### config.mk
export PLATFORM = sky130hd
export DESIGN_NAME = mdu_iter
export DESIGN_NICKNAME = d
export VERILOG_FILES = /design/src/rtl/mdu_iter.sv
export SDC_FILE = /design/constraint.sdc
export NUM_CORES = 2
export LEC_CHECK = 0
export BUFFER_PORTS_ARGS = -buffer_cell sky130_fd_sc_hd__buf_4
export CORE_MARGIN = 3
export CORE_UTILIZATION = 57
export DETAILED_ROUTE_END_ITERATION = 8
export PLACE_DENSITY = 0.86
export SLEW_MARGIN = 0
export SYNTH_ARGS = -nofsm -noshare
export SYNTH_HDL_FRONTEND = slang
export SYNTH_SLANG_ARGS = --single-unit
### constraint.sdc
create_clock -name clk -period 5.4 [get_ports clk]
set_input_delay 0.54 -clock clk [delete_from_list [all_inputs] [get_ports clk]]
set_output_delay 0.54 -clock clk [all_outputs]
set_load 0.005 [all_outputs]
### src/rtl/mdu_iter.sv
// rtl/mdu_iter.sv - iterative multiply/divide unit (MULT/MADD/MSUB/DIV, signed and unsigned)
// MDU_FAST_MUL_EN: multiply in one CALC cycle with a WIDTH x WIDTH multiplier
module mdu_iter #(
    parameter int WIDTH = 32
) (
    input  logic                 clk,
    input  logic                 rst,
    input  logic                 start_i,
    input  logic                 cancel_i,
    input  logic [2:0]           op_i,
    input  logic [WIDTH-1:0]     opdata1_i,
    input  logic [WIDTH-1:0]     opdata2_i,
    input  logic [WIDTH-1:0]     hi_i,
    input  logic [WIDTH-1:0]     lo_i,
    output logic                 busy_o,
    output logic                 ready_o,
    output logic [2*WIDTH-1:0]   result_o,
    output logic                 div_by_zero_o
);

    localparam int CW = (WIDTH > 1) ? $clog2(WIDTH) : 1;

    typedef enum logic [1:0] {IDLE, CALC, ACC, DONE} state_t;

    state_t             state, state_nxt;
    logic [CW-1:0]      cnt;
    logic [1:0]         op_kind;        // op[2:1]: 00 mul, 01 madd, 10 msub, 11 div
    logic               sign_a, sign_b;
    logic [WIDTH-1:0]   a_mag, b_mag;
    logic [WIDTH-1:0]   q_sh;           // multiplier shifting right, or dividend/quotient shifting left
    logic [WIDTH-1:0]   rem;
    logic [2*WIDTH-1:0] acc;
    logic [2*WIDTH-1:0] prod;
`ifndef MDU_FAST_MUL_EN
    logic [2*WIDTH-1:0] mcand;
`endif

    logic               in_neg_a, in_neg_b, in_is_div, accept;
    logic [WIDTH-1:0]   in_a_mag, in_b_mag, a_raw;
    logic               op_is_div, div_zero, last_iter, mul_one_shot;
    logic [WIDTH:0]     trial;
    logic [2*WIDTH-1:0] prod_fix, acc_result;
    logic [WIDTH-1:0]   quo_fix, rem_fix;

    // Even op codes are the signed variants
    assign in_neg_a  = ~op_i[0] & opdata1_i[WIDTH-1];
    assign in_neg_b  = ~op_i[0] & opdata2_i[WIDTH-1];
    assign in_a_mag  = in_neg_a ? -opdata1_i : opdata1_i;
    assign in_b_mag  = in_neg_b ? -opdata2_i : opdata2_i;
    assign in_is_div = op_i[2] & op_i[1];
    assign accept    = (state == IDLE || state == DONE) && start_i && !cancel_i;

    assign op_is_div = (op_kind == 2'b11);
    assign div_zero  = op_is_div && (b_mag == '0);
    assign last_iter = (cnt == CW'(WIDTH - 1));
    assign a_raw     = sign_a ? -a_mag : a_mag;
    assign trial     = {rem, q_sh[WIDTH-1]} - {1'b0, b_mag};

`ifdef MDU_FAST_MUL_EN
    assign mul_one_shot = !op_is_div;
`else
    assign mul_one_shot = 1'b0;
`endif

    assign busy_o  = (state == CALC) || (state == ACC);
    assign ready_o = (state == DONE);

    always_comb begin
        prod_fix   = (sign_a ^ sign_b) ? -prod : prod;
        quo_fix    = (sign_a ^ sign_b) ? -q_sh : q_sh;
        rem_fix    = sign_a ? -rem : rem;
        acc_result = prod_fix;
        case (op_kind)
            2'b01:   acc_result = acc + prod_fix;
            2'b10:   acc_result = acc - prod_fix;
            2'b11:   acc_result = {rem_fix, quo_fix};
            default: acc_result = prod_fix;
        endcase
    end

    always_ff @(posedge clk) begin
        if (rst) state <= IDLE;
        else     state <= state_nxt;
    end

    always_comb begin
        state_nxt = state;
        case (state)
            IDLE: if (accept) state_nxt = CALC;
            CALC: begin
                if (div_zero)                      state_nxt = DONE;
                else if (mul_one_shot || last_iter) state_nxt = ACC;
            end
            ACC:  state_nxt = DONE;
            DONE: state_nxt = accept ? CALC : IDLE;
            default: state_nxt = IDLE;
        endcase
        if (cancel_i) state_nxt = IDLE;
    end

    always_ff @(posedge clk) begin
        if (rst) begin
            cnt           <= '0;
            op_kind       <= '0;
            sign_a        <= 1'b0;
            sign_b        <= 1'b0;
            a_mag         <= '0;
            b_mag         <= '0;
            q_sh          <= '0;
            rem           <= '0;
            acc           <= '0;
            prod          <= '0;
`ifndef MDU_FAST_MUL_EN
            mcand         <= '0;
`endif
            result_o      <= '0;
            div_by_zero_o <= 1'b0;
        end else if (accept) begin
            cnt           <= '0;
            op_kind       <= op_i[2:1];
            sign_a        <= in_neg_a;
            sign_b        <= in_neg_b;
            a_mag         <= in_a_mag;
            b_mag         <= in_b_mag;
            q_sh          <= in_is_div ? in_a_mag : in_b_mag;
            rem           <= '0;
            acc           <= {hi_i, lo_i};
            prod          <= '0;
`ifndef MDU_FAST_MUL_EN
            mcand         <= {{WIDTH{1'b0}}, in_a_mag};
`endif
            div_by_zero_o <= 1'b0;
        end else if (!cancel_i) begin
            if (state == CALC) begin
                cnt <= cnt + CW'(1);
                if (op_is_div) begin
                    if (div_zero) begin
                        result_o      <= {a_raw, {WIDTH{1'b1}}};
                        div_by_zero_o <= 1'b1;
                    end else if (!trial[WIDTH]) begin
                        rem  <= trial[WIDTH-1:0];
                        q_sh <= {q_sh[WIDTH-2:0], 1'b1};
                    end else begin
                        rem  <= {rem[WIDTH-2:0], q_sh[WIDTH-1]};
                        q_sh <= {q_sh[WIDTH-2:0], 1'b0};
                    end
                end else begin
`ifdef MDU_FAST_MUL_EN
                    prod <= {{WIDTH{1'b0}}, a_mag} * {{WIDTH{1'b0}}, b_mag};
`else
                    if (q_sh[0]) prod <= prod + mcand;
                    mcand <= mcand << 1;
                    q_sh  <= q_sh >> 1;
`endif
                end
            end else if (state == ACC) begin
                result_o <= acc_result;
            end
        end
    end

endmodule

### Yosys cells after proc, flatten, opt, wreduce, memory -nomap -nowiden

Cells that the tools add are included.

| word-level totals | value |
|---|---|
| register bits after elaboration | 396 |
| bits of input ports | 135 |
| output and inout port bits | 67 |
| logic and storage cells | 98 |

| cells by class | value |
|---|---|
| add/sub/neg operators | 11 |
| eq/ne operators | 14 |
| muxes and demuxes | 28 |
| bitwise logic cells | 9 |
| reductions and logical operators | 21 |

Operators with widths:

| kind | count |
|---|---|
| $mux W32 | 16 |
| $mux W64 | 5 |
| $pmux W64 S3 | 1 |
| $neg A32 Y32 | 5 |
| $add A64 B64 Y64 | 2 |
| $neg A64 Y64 | 1 |
| $sub A64 B64 Y64 | 1 |
| $sub A33 B32 Y33 | 1 |
| $logic_not A32 Y1 | 1 |
| $reduce_and A4 Y1 | 3 |
| $reduce_and A3 Y1 | 3 |
| $eq A2 B2 Y1 const B | 4 |
| $ne A2 B2 Y1 const B | 4 |
| $pmux W2 S4 | 1 |
| $mux W2 | 3 |
| $ne A3 B3 Y1 const B | 2 |
| $add A5 B1 Y5 const B | 1 |
| $eq A5 B5 Y1 const B | 1 |
| $not A1 Y1 | 5 |
| $reduce_and A5 Y1 | 1 |
| $eq A2 B1 Y1 const B | 2 |
| $reduce_and A2 Y1 | 2 |
| $reduce_bool A2 Y1 | 2 |
| $reduce_or A2 Y1 | 2 |
| other kinds (8) | 14 |

### Logic depth before layout (Yosys ltp)

| depth | value |
|---|---|
| depth in word-level cells | 7 |
| mapped depth | 27 |
| mapped depth without buffers | 25 |

### Worst setup path after synthesis

Ideal clock, no wire load.

| path | value |
|---|---|
| path type | register -> register |
| start | register prod[1] |
| end | register result_o[56] |
| setup time | 0.070 ns |
| arrival time | 5.861 ns |
| data required time | 5.330 ns |
| setup slack | -0.531 ns |
| stages on the path, launching flop included | 25 |
| buffers on the path | 2 |
| clock period less this slack | 5.931 ns |
| path through | dfxtp_1 inv_1 ha_1 nor2b_1 nand4_1 buf_2 o21ai_0 xor2_1 nand4_1 nor4b_2 and3_1 a21oi_1 a21oi_1 nor2b_1 xnor2_1 ha_1 clkbuf_1 nand4_1 or3_1 or4_1 o31ai_1 a41oi_1 o21a_1 o31a_1 a21oi_1 |

| between the ends | value |
|---|---|
| word-level cells in the longest chain between the ends | 6 |
| elaborated cells between the ends (all ways) | 7 |
| those cells by class | add/sub (3); mux (4) |

Ends and longest elaborated chain:

| item | RTL line | source |
|---|---|---|
| from (decl) | 33 | `logic [2*WIDTH-1:0] prod;` |
| from (signal assigned) | 151 | `if (q_sh[0]) prod <= prod + mcand;` |
| $neg A64 Y64 | 69 | `prod_fix = (sign_a ^ sign_b) ? -prod : prod;` |
| $mux W64 (*) | 69 |  |
| $sub A64 B64 Y64 / $add A64 B64 Y64 (equally long branches) | 75, 74 |  |
| $pmux W64 S3 (*) | 73 | `case (op_kind)` |
| $mux W64 (*) | 156 | `end else if (state == ACC) begin` |
| $mux W64 (*) | 134 | `if (state == CALC) begin` |
| to (signal assigned) | 138 | `result_o <= {a_raw, {WIDTH{1'b1}}};` |
| to (signal assigned) | 157 | `result_o <= acc_result;` |
| to (decl) | 17 | `output logic [2*WIDTH-1:0] result_o,` |

Mark *: on every way between the ends. The rest lies on a longest branch, timed or not. The select of a mux whose other input is x is not followed.
A chain may end at the register's enable or synchronous reset.

### Worst setup path in the final report

| path | value |
|---|---|
| start | register prod[13] |
| end | register result_o[54] |

Same word-level chain as after synthesis.

==> results.py <==
metrics = {
    "timing": {
        "rsz0062_at_grt": "true",
        "maxSlewHeadroom_pct": 13.2,
        "fin_setup_tns_ns": -4.52,
        "period_minus_slack_ns": 5.78,
        "tightestPinTransition_ns": 1.29,
        "fin_hold_ws_ns": 0.130,
        "finClkSkew_ns": 0.0180,
        "finalSetupViolCount": 28,
        "drv_slew": 0,
        "final-hold-violation-count": 0,
        "fin_crit_sh_pct": 107,
        "fin_ws_ns": -0.381,
        "fmax_mhz": 173,
    },
    "yosys": {
        "yosysSeqAreaShare_pct": 25.4,
        "muxShareOfSynthArea_pct": 2.49,
        "syn_inst": 4112,
        "synth-xor-area-share_pct": 11.5,
        "synth_fa_ha_area_share_pct": 7.17,
        "synth_top_area_share_pct": 25.4,
        "synth_top_family_by_area": "compound AO/OA/AOI/OAI gates",
        "synth_ff_type": "dfxtp_1",
        "synth.distinct_cells": 96,
        "syn_nets": 4424,
        "synth.avg_cell_area_um2": 7.59,
        "netlist_area_um2": 31200,
        "synth-async-reset-ratio_pct": 0,
        "synthSimpleGateAreaFrac_pct": 20.0,
        "yosysWarnings": 0,
        "synth_compound_area_share_pct": 28.7,
        "synth_top_cell_by_area": "dfxtp_1",
        "synth_edf_count": 0,
        "synth-seq-cells": 396,
        "synthTopCellsByArea": "dfxtp_1, a21oi_1, ha_1",
    },
    "placed_design": {
        "dp_cells": 5196,
        "io_buffers": 201,
        "hpwl_um": 93300,
        "gp_congestion": 1.07,
    },
    "routing": {
        "wl_met1_um": 47200,
        "first_pass_iters": 8,
        "wire_per_inst_um": 23.5,
        "drt-total-wl_um": 125000,
        "viasPerCell": 6.68,
        "route.met3.wl_um": 17000,
        "num_vias": 35626,
        "met2_wirelength_um": 52100,
        "top_layer": "met5",
        "postRouteAntennaNets": 0,
        "drt_iter0_drc": 4950,
        "drc": 0,
    },
    "global_routing": {
        "grt_pass1_vias": 32039,
        "grt_overflow": 0,
        "grt_start_max_net_pins": 89,
        "antenna_found_initial": 2,
        "grt_use_total_pct": 41.0,
        "grt_pass1_wl_um": 185000,
    },
    "clock_tree": {
        "cts-root-buf": "clkbuf_16",
        "insertion_delay_ns": 0.62,
        "htree_levels": 2,
        "cts_tree": "yes",
        "path_clk_slew_ns": 0.06,
        "ctsHoldBuffers": 0,
        "cts_num_sinks": 396,
        "clockBufferDepth": 3,
        "cts_inserted_buffers": 45,
    },
    "floorplan": {
        "start_util_pct": 57.7,
        "die_x_um": 240,
        "core_um2": 54000,
        "ios": 202,
        "die-height_um": 240,
        "fp.dieArea_um2": 57600,
        "rows": 85,
    },
    "worst_setup_path": {
        "crit_required_ns": 5.90,
        "cpMaxStageDelayCell": "or4_4",
        "cp_num_buf_inv": 4,
        "critPathArrivalTime_ns": 6.28,
        "crit_family": "simple AND/OR/NAND/NOR gates",
        "cpPeakStageDelay_ns": 0.59,
        "critPathKind": "reg2reg",
        "critPathLaunchType": "flop",
        "worstSetupEndpointType": "flop",
        "crit_fanout": 8,
    },
    "final_layout": {
        "area_delta_synth_final_pct": 25.6,
        "layout_commonest_cell": "buf_4",
        "finish.utilization_pct": 72.5,
        "layout_common_cells": "buf_4, nand2_1, a21oi_1, dfxtp_1, nor2_1",
        "drive_gt1_share_pct": 23.1,
        "final_cells": 5334,
        "nets": 4917,
    },
    "power": {
        "total_power_uw": 9870,
        "power_leakage_uw": 0.0164,
        "powerDensity_nw_per_um2": 252,
        "ir_drop_uv": 239,
    },
    "hold_path": {
        "hp-class": "in2reg",
    },
    "run_status": {
        "status": "complete, but fails checks",
        "violations": "negative setup slack",
    },
    "run": {
        "cap_violations": 0,
    },
}
## what timing repair did
action | 4_1_cts | 5_1_grt
buffers inserted | 32 | 30
gates resized for setup | 114 | 113
cloned | 0 | 0
pin swaps | 86 | 107
endpoints found under the setup margin | 34 | 39
## metal layers
metal | vias to the layer above | GRT usage (%)
met5 | - | 0
li1 | 16065 | -
met3 | 606 | 11.3
met1 | 16413 | 53.0
met2 | 2540 | 61.8
met4 | 2 | 22.6
## area by class of cell
type	instances	area [µm²]
diodes	2	5.00
clock buffers	62	1290
clock inverters	16	153
fillers	4049	14800
inverters	111	417
multi-input cells	3324	22900
flip-flops and latches	396	7950
well taps	696	871
repair buffers	727	5560
## report_power, final
group / switching (µW) / total, µW / internal (µW)
clock network: 1350 / 3110 / 1760
registers: 128 / 3140 / 3020
logic: 2010 / 3610 / 1600
## flip-flops by register name (all words and copies together), names as in the netlist, 32 cells and up
register,count
q_sh,32
rem,32
result_o,64
acc,64
prod,64
b_mag,32
a_mag,32
mcand,64
## logic make-up after synthesis
group,count (synthesis)
mux,77
buf+inv,392
flops,396
simple gates,1298
xor+xnor,407
compound gates,1365
fa+ha+maj,177
## metrics by stage
| stage | setup WS (ns) | cell area, µm² |
|---|---|---|
| finish | -0.381 | 39200 |
| global route | -0.593 | 39200 |
| CTS | -0.129 | 38500 |
| detailed placement | -0.527 | 36300 |
| global placement | -0.457 | 36300 |
| floorplan | -0.0375 | 31400 |
## cell usage after synthesis (all sizes together) (72+ instances only)
library cell,n
nand2,471
o21ai,217
a21oi,443
nor2,312
ha,174
nor3,102
nand3,78
mux2i,72
inv,111
xor2,170
dfxtp,396
clkbuf,248
a22o,93
xnor2,237
## worst paths after layout
kind                         start  slack [ns]  cells after the start                        end
max          prod[13]$_SDFFE_PP0P_       -0.38                     25  result_o[54]$_SDFFE_PP0P_
min                       hi_i[22]        0.13                      2       acc[54]$_SDFFE_PP0P_
max reg2reg  prod[13]$_SDFFE_PP0P_       -0.38                     25  result_o[54]$_SDFFE_PP0P_
min reg2reg    cnt[4]$_SDFFE_PP0P_        0.46                      2        cnt[4]$_SDFFE_PP0P_
(Power assumes the default switching activity.)
